$ cat config.mk
export PLATFORM = sky130hd
export DESIGN_NAME = axis_keep_snooper
export DESIGN_NICKNAME = d
export VERILOG_FILES = /design/src/rtl/axis_keep_snooper.sv
export SDC_FILE = /design/constraint.sdc
export NUM_CORES = 1
export LEC_CHECK = 0
export BUFFER_PORTS_ARGS = -buffer_cell sky130_fd_sc_hd__buf_2
export CAP_MARGIN = 20
export CORE_ASPECT_RATIO = 1.4
export CORE_UTILIZATION = 43
export CTS_CLUSTER_DIAMETER = 150
export DETAILED_ROUTE_END_ITERATION = 10
export GPL_ROUTABILITY_DRIVEN = 0
export PLACE_DENSITY = 0.82
export RECOVER_POWER = 100
export SYNTH_ARGS = -nofsm -noshare
export SYNTH_HDL_FRONTEND = slang
export SYNTH_SLANG_ARGS = --single-unit
$ cat constraint.sdc
create_clock -name clk -period 5.5 [get_ports clk]
set_input_delay 0.275 -clock clk [delete_from_list [all_inputs] [get_ports clk]]
set_output_delay 0.275 -clock clk [all_outputs]
set_load 0.005 [all_outputs]
$ cat src/rtl/axis_keep_snooper.sv
// Passive AXI-Stream snooper: stores accepted beats into a claimed packet buffer,
// reporting per-beat byte counts, total packet length and overflow truncation.
//
// state   | meaning
// --------+---------------------------------------------------------------
// IDLE    | no buffer held; claim one whenever rdy_for_sn is high
// SKIP    | buffer held; discarding the tail of a packet already in flight
// CAPTURE | buffer held; writing beats, accumulating the byte length
// FULL    | buffer exhausted; discarding beats until TLAST, length frozen
module axis_keep_snooper #(
   parameter int DATA_WIDTH = 64,
   parameter int ADDR_WIDTH = 9,
   parameter int INC_WIDTH  = 8,
   parameter int LEN_WIDTH  = 16,
   parameter int PESS       = 0,
   parameter int KEEP_WIDTH = DATA_WIDTH / 8
) (
   input  logic                  clk,
   input  logic                  rst,
   input  logic [DATA_WIDTH-1:0] sn_TDATA,
   input  logic [KEEP_WIDTH-1:0] sn_TKEEP,
   input  logic                  sn_TVALID,
   input  logic                  sn_TREADY,
   input  logic                  sn_TLAST,
   output logic [ADDR_WIDTH-1:0] sn_addr,
   output logic [DATA_WIDTH-1:0] sn_wr_data,
   output logic                  sn_wr_en,
   output logic [INC_WIDTH-1:0]  sn_byte_inc,
   output logic [LEN_WIDTH-1:0]  sn_len,
   output logic                  sn_trunc,
   output logic                  sn_done,
   input  logic                  rdy_for_sn,
   output logic                  rdy_for_sn_ack
);

   typedef enum logic [1:0] {
      ST_IDLE    = 2'd0,
      ST_SKIP    = 2'd1,
      ST_CAPTURE = 2'd2,
      ST_FULL    = 2'd3
   } state_t;

   localparam int                    LSUM_W   = LEN_WIDTH + 1;
   localparam logic [ADDR_WIDTH-1:0] ADDR_MAX = '1;

   logic [DATA_WIDTH-1:0] t_data;
   logic [KEEP_WIDTH-1:0] t_keep;
   logic                  t_valid;
   logic                  t_ready;
   logic                  t_last;

   generate
      if (PESS != 0) begin : g_pess
         logic [DATA_WIDTH-1:0] t_data_q, t_data_d;
         logic [KEEP_WIDTH-1:0] t_keep_q, t_keep_d;
         logic                  t_valid_q, t_valid_d;
         logic                  t_ready_q, t_ready_d;
         logic                  t_last_q, t_last_d;

         always_comb begin
            t_data_d  = sn_TDATA;
            t_keep_d  = sn_TKEEP;
            t_valid_d = sn_TVALID;
            t_ready_d = sn_TREADY;
            t_last_d  = sn_TLAST;
         end

         always_ff @(posedge clk) begin
            if (rst) begin
               t_data_q  <= '0;
               t_keep_q  <= '0;
               t_valid_q <= 1'b0;
               t_ready_q <= 1'b0;
               t_last_q  <= 1'b0;
            end else begin
               t_data_q  <= t_data_d;
               t_keep_q  <= t_keep_d;
               t_valid_q <= t_valid_d;
               t_ready_q <= t_ready_d;
               t_last_q  <= t_last_d;
            end
         end

         assign t_data  = t_data_q;
         assign t_keep  = t_keep_q;
         assign t_valid = t_valid_q;
         assign t_ready = t_ready_q;
         assign t_last  = t_last_q;
      end else begin : g_direct
         assign t_data  = sn_TDATA;
         assign t_keep  = sn_TKEEP;
         assign t_valid = sn_TVALID;
         assign t_ready = sn_TREADY;
         assign t_last  = sn_TLAST;
      end
   endgenerate

   state_t                state_q, state_d;
   logic [ADDR_WIDTH-1:0] addr_q, addr_d;
   logic [LEN_WIDTH-1:0]  len_q, len_d;

   logic                  beat;
   logic                  last;
   logic [INC_WIDTH-1:0]  inc;
   logic [LSUM_W-1:0]     len_sum;
   logic [LEN_WIDTH-1:0]  len_sat;

   assign beat = t_valid & t_ready;
   assign last = beat & t_last;

   always_comb begin
      inc = '0;
      for (int i = 0; i < KEEP_WIDTH; i++) begin
         inc = inc + INC_WIDTH'(t_keep[i]);
      end
   end

   assign len_sum = {1'b0, len_q} + LSUM_W'(inc);
   assign len_sat = len_sum[LEN_WIDTH] ? '1 : len_sum[LEN_WIDTH-1:0];

   assign sn_addr     = addr_q;
   assign sn_wr_data  = t_data;
   assign sn_byte_inc = inc;

   always_comb begin
      state_d        = state_q;
      addr_d         = addr_q;
      len_d          = len_q;
      sn_wr_en       = 1'b0;
      sn_done        = 1'b0;
      sn_trunc       = 1'b0;
      sn_len         = '0;
      rdy_for_sn_ack = 1'b0;
      // Reset cycles produce no strobes even though the state register lags by a cycle.
      if (!rst) begin
         case (state_q)
            ST_IDLE: begin
               rdy_for_sn_ack = rdy_for_sn;
               if (rdy_for_sn && last) begin
                  state_d = ST_CAPTURE;
               end else if (rdy_for_sn) begin
                  state_d = ST_SKIP;
               end
            end
            ST_SKIP: begin
               if (last) begin
                  state_d = ST_CAPTURE;
               end
            end
            ST_CAPTURE: begin
               sn_wr_en = beat && (inc != '0);
               if (beat) begin
                  len_d = len_sat;
               end
               if (sn_wr_en) begin
                  if (addr_q == ADDR_MAX && !t_last) begin
                     state_d = ST_FULL;
                  end else begin
                     addr_d = addr_q + ADDR_WIDTH'(1);
                  end
               end
               if (last) begin
                  sn_done = 1'b1;
                  sn_len  = len_sat;
               end
            end
            ST_FULL: begin
               if (last) begin
                  sn_done  = 1'b1;
                  sn_trunc = 1'b1;
                  sn_len   = len_q;
               end
            end
            default: state_d = ST_IDLE;
         endcase

         // A ready buffer at packet end is claimed at once so the next packet is not missed.
         if (sn_done) begin
            addr_d         = '0;
            len_d          = '0;
            rdy_for_sn_ack = rdy_for_sn;
            state_d        = rdy_for_sn ? ST_CAPTURE : ST_IDLE;
         end
      end
   end

   always_ff @(posedge clk) begin
      if (rst) begin
         state_q <= ST_IDLE;
         addr_q  <= '0;
         len_q   <= '0;
      end else begin
         state_q <= state_d;
         addr_q  <= addr_d;
         len_q   <= len_d;
      end
   end

endmodule

# After elaboration in Yosys (flattened, before gate mapping)
# Cells that the tools add are included.
# W data, S select, Z words.
[word_totals]
word_cells = 59
in_bits = 78
regBits = 27
[classes]
mux = 24
eq_ne = 8
addsub = 9
reduce_logical = 12
bitwise = 3
[ops]
columns = ["operator", "n"]
rows = [
  ["$mux W16", 4],
  ["$pmux W16 S2", 1],
  ["$add A16 B8 Y17", 1],
  ["$mux W2", 7],
  ["$mux W1", 11],
  ["$add A9 B1 Y9 const B", 1],
  ["$eq A9 B9 Y1 const B", 1],
  ["$ne A3 B3 Y1 const B", 3],
  ["$add A7 B1 Y8", 1],
  ["$reduce_bool A8 Y1", 1],
  ["$add A6 B1 Y7", 1],
  ["$add A5 B1 Y6", 1],
  ["$pmux W2 S3", 1],
  ["$add A4 B1 Y5", 1],
  ["$reduce_and A5 Y1", 1],
  ["$add A3 B1 Y4", 1],
  ["$eq A2 B2 Y1 const B", 2],
  ["$ne A4 B4 Y1 const B", 1],
  ["$reduce_bool A4 Y1", 1],
  ["$reduce_or A2 Y1", 2],
  ["$add A2 B1 Y3", 1],
  ["$logic_and A1 B1 Y1", 3],
  ["$reduce_and A3 Y1", 1],
  ["$add A1 B1 Y2", 1],
  ["other kinds (6)", 7],
]

# Longest topological paths before layout
[logic_depth]
word_depth = 12
depth_mapped = 14

# Worst setup path after synthesis
# OpenSTA, ideal clock, no wires.
[synth_timing]
path_type = "input-to-output"
start = "in sn_TKEEP[0]"
end = "out sn_len[10]"
stages = 14
path_slack_ps = 1059
required_time_ps = 5225
t_arrival_ps = 4166
cell_sequence = "fa_1 -> inv_1 -> fa_1 -> fa_1 -> inv_1 -> ha_1 -> fa_1 -> inv_1 -> fa_1 -> nor2b_1 -> o21ai_1 -> or3_1 -> a21o_1 -> a22o_1"
[synth_between]
elab_chain_cells = 12
[synth_lines]
columns = ["item", "line_no", "source"]
rows = [
  ["from (decl)", "21", "input logic [KEEP_WIDTH-1:0] sn_TKEEP,"],
  ["$add A1 B1 Y2", "114", "inc = inc + INC_WIDTH'(t_keep[i]);"],
  ["$add A2 B1 Y3", "114", ""],
  ["$add A3 B1 Y4", "114", ""],
  ["$add A4 B1 Y5", "114", ""],
  ["$add A5 B1 Y6", "114", ""],
  ["$add A6 B1 Y7", "114", ""],
  ["$add A7 B1 Y8", "114", ""],
  ["named net sn_byte_inc[1]", "28", "output logic [INC_WIDTH-1:0] sn_byte_inc,"],
  ["$add A16 B8 Y17", "118", "assign len_sum = {1'b0, len_q} + LSUM_W'(inc);"],
  ["$mux W16", "119", "assign len_sat = len_sum[LEN_WIDTH] ? '1 : len_sum[LEN_WIDTH-1:0];"],
  ["$mux W16", "162", "if (last) begin"],
  ["$pmux W16 S2", "136", "case (state_q)"],
  ["$mux W16", "135", "if (!rst) begin"],
  ["to (decl)", "29", "output logic [LEN_WIDTH-1:0] sn_len,"],
]
# The timed path passes the listed nets, and every way through them passes these cells.

# Worst setup path in the final report
[layout_timing]
start = "in sn_TKEEP[0]"
end = "out sn_len[10]"
[layout_between]
elab_chain_cells = 12
[layout_lines]
columns = ["item", "line_no"]
rows = [
  ["$add A1 B1 Y2", "114"],
  ["$add A2 B1 Y3", "114"],
  ["$add A3 B1 Y4", "114"],
  ["$add A4 B1 Y5", "114"],
  ["$add A5 B1 Y6", "114"],
  ["$add A6 B1 Y7", "114"],
  ["$add A7 B1 Y8", "114"],
  ["$add A16 B8 Y17", "118"],
  ["$mux W16", "119"],
  ["$mux W16", "162"],
  ["$pmux W16 S2", "136"],
  ["$mux W16", "135"],
]
# Every way passes these cells.

==> results.txt <==
number of flops mapped to enable cells by yosys -> 0
kind of end point of the critical path -> output pin
fraction of layout cells with a size suffix above 1 -> 9.15%
Avg Vias per Cell -> 5.90
Filler Cells Inserted -> 654
RSZ-0062 raised after global routing -> no
Final Hold Viols -> 0
port bufs -> 46
# IOs -> 179
die width -> 69.3 um
status -> complete, no violations
Slew HR -> 15.6%
Setup TNS -> 0 ps
via count -> 2,360
Num CTS Buffers -> 3
worst reg-to-reg setup slack -> 3030 ps
Fmax -> 0.199 GHz
WHS -> 249 ps
VDD IR-drop max -> 0.139 mV
worst path buffer plus inverter count -> 5
Post-CTS Hold Fix Bufs -> 0
kind of start point of the critical path -> input pin
CP max-delay cell -> fa_1
Syn Area/Cell -> 7.71 um2
Initial DRC Count -> 143
synthesized cell area -> 0.00273 mm2
WL per Instance -> 18.2 um
Initial Utilization -> 44.3%
CTS H-tree lvls -> 1
Worst-path clk slew -> 110 ps
FF-to-FF Start -> len_q[0]
delay-heaviest family, CP -> adder cells
first-pass GRT wire length -> 11.1 mm
RR Endpoint -> len_q[11]
# setup viols final -> 0
Final Max Slew Viols -> 0
P per Cell Area -> 217 mW/mm2
clock buffer depth -> 2
Area growth syn-to-layout -> -8.52%
most frequent cells in the layout -> o21ai_0 (30), clkbuf_1 (29), dfxtp_1 (27), a21oi_1 (21), inv_1 (20)
critical path class -> input pin to output pin
core area -> 0.00617 mm2
worst min path class -> input pin to flop
PostCTS Resize Cnt -> 0
Routed Antenna Nets -> 0
DRT Pass-1 Iters -> 4
Multi-input gate area -> 0.00155 mm2
Slew @ Worst Pin -> 1230 ps
most common cell after layout, fill and taps aside -> o21ai_0
vias in the first global route -> 2,304
CTS sink count -> 27
cells after synthesis -> 354
sequential cell area fraction in the yosys report -> 19.8%
Synth cell types -> 57
die height -> 96.3 um
hold depth -> 2
CTS tree -> built
CP cell instances -> clkbuf_1 > fa_1 > inv_1 > fa_1 > fa_1 > inv_1 > ha_1 > fa_1 > inv_1 > fa_1 > nor2b_1 > o21ai_0 > or3_1 > a21o_1 > a22o_1 > clkbuf_1
NumNets Final -> 426
asr flop ratio synth -> 0%
largest net degree at the start of global routing -> 23
Clock Latency Late Sink -> 280 ps
worst reg2reg path depth -> 8
number of buffers added for setup after CTS -> 0
CP peak stage delay -> 580 ps
Endpoint, Worst Hold -> state_q[0]
worst-path maximum fanout -> 6
Period Utilization, post-route -> 91.3%
total die area -> 0.00668 mm2
Syn. warnings -> 0
Critical Path RT -> 5220 ps
initial antenna violation count -> 0
Worst EP arrival -> 4750 ps
Tmin final -> 5020 ps
most frequent CP cell -> fa_1
Site Rows -> 34
Reg area -> 541 um2
final core utilization -> 40.5%
gr usage total -> 21.2%
HP Start -> rst
DRC errors left -> 0
P_leak -> 0.970 nW
Max Cap Viol -> 0
Ant. Diodes -> 0
detailed placer's ending HPWL -> 5.87 mm
root buffer cell -> clkbuf_8
FF+latch count, synth -> 27
Main synth FF type -> dfxtp_1
final worst clock skew -> 4.47 ps
grt total ovfl -> 0
final wirelength -> 7.30 mm
[power by group]
part           switching [mW]  internal (mW)  total [mW]
combinational           0.124         0.0808       0.205
clock                  0.0729         0.0517       0.125
sequential            0.00792          0.204       0.212
total                   0.205          0.337       0.542
[cell type report]
type                            instances  area share (%)
Clock buffer                            3            1.65
Clock inverter                          1           0.301
Tap cell                               72            3.61
Multi-Input combinational cell        231            62.0
Sequential cell                        27            21.6
Timing Repair Buffer                   46            7.77
Inverter                               20            3.01
[worst register-to-register path, cell delays in order, from the launching register on]
cell and delay [ps]:
dfxtp_1 370, ha_1 180, inv_1 60, fa_1 390, nor2b_1 210, o21ai_0 340
nor3_4 480, nor3_1 150, a211oi_2 220
[cell families after synthesis]
| family | synth area share (%) |
|---|---|
| and+or+nand+nor | 21.1 |
| buffers and inverters | 23.4 |
| AOI/OAI and AO/OA | 22.6 |
| DFF | 19.8 |
| adders and majority gates | 10.1 |
| xor gates and xnor gates | 2.89 |
| other | 0.137 |
[synth_stat cells, types with 3 or more instances]
| cell | n | area [um2] |
|---|---|---|
| nor2b_1 | 3 | 18.8 |
| a31oi_1 | 7 | 43.8 |
| nand2_1 | 19 | 71.3 |
| nor2_1 | 18 | 67.6 |
| nor3_1 | 13 | 65.1 |
| a21o_1 | 3 | 22.5 |
| xor2_1 | 5 | 43.8 |
| buf_4 | 68 | 510 |
| dfxtp_1 | 27 | 541 |
| a21oi_1 | 21 | 105 |
| and3_1 | 9 | 56.3 |
| a211oi_1 | 6 | 45.0 |
| and4_1 | 3 | 26.3 |
| o21a_1 | 3 | 22.5 |
| or3_1 | 5 | 31.3 |
| nand3_1 | 9 | 45.0 |
| buf_2 | 3 | 15.0 |
| clkbuf_1 | 7 | 26.3 |
| and2_1 | 5 | 31.3 |
| a311oi_1 | 3 | 26.3 |
| nand2b_1 | 4 | 25.0 |
| inv_1 | 20 | 75.1 |
| fa_1 | 5 | 100 |
| ha_1 | 14 | 175 |
| o21ai_0 | 29 | 145 |
| xnor2_1 | 4 | 35.0 |
| nand4_1 | 4 | 25.0 |
| a22o_1 | 3 | 26.3 |
[sequential cells by signal, summed over array words and instances, names as in the netlist]
register / flops
state_q: 2
sn_addr: 9
len_q: 16
[stage by stage]
stage	total power [mW]	cells	cell area, um2	setup slack (ps)
global route	0.577	400	2500	225
CTS	0.550	400	2550	551
finish	0.542	400	2500	478
detailed placement	0.430	396	2500	567
floorplan	0.412	357	2740	1060
global placement	0.421	396	2500	670
[per-layer routing]
metal,track usage (%),up-vias,share of wire (%)
met5,0,-,0
li1,-,1132,-
met1,21.9,1077,36
met4,13.8,0,4.6
met2,33.9,109,46
met3,10.9,42,13
[worst max-delay path by stage]
stage | end | startpoint | cells after the start | slack, ps
floorplan | sn_len[10] | sn_TKEEP[0] | 14 | 1060
global placement | sn_len[10] | sn_TKEEP[0] | 16 | 670
detailed placement | sn_len[9] | sn_TKEEP[0] | 16 | 570
CTS | sn_len[9] | sn_TKEEP[0] | 16 | 550
global route | sn_len[5] | sn_TKEEP[0] | 16 | 230
finish | sn_len[10] | sn_TKEEP[0] | 16 | 480
(Power assumes the default switching activity.)
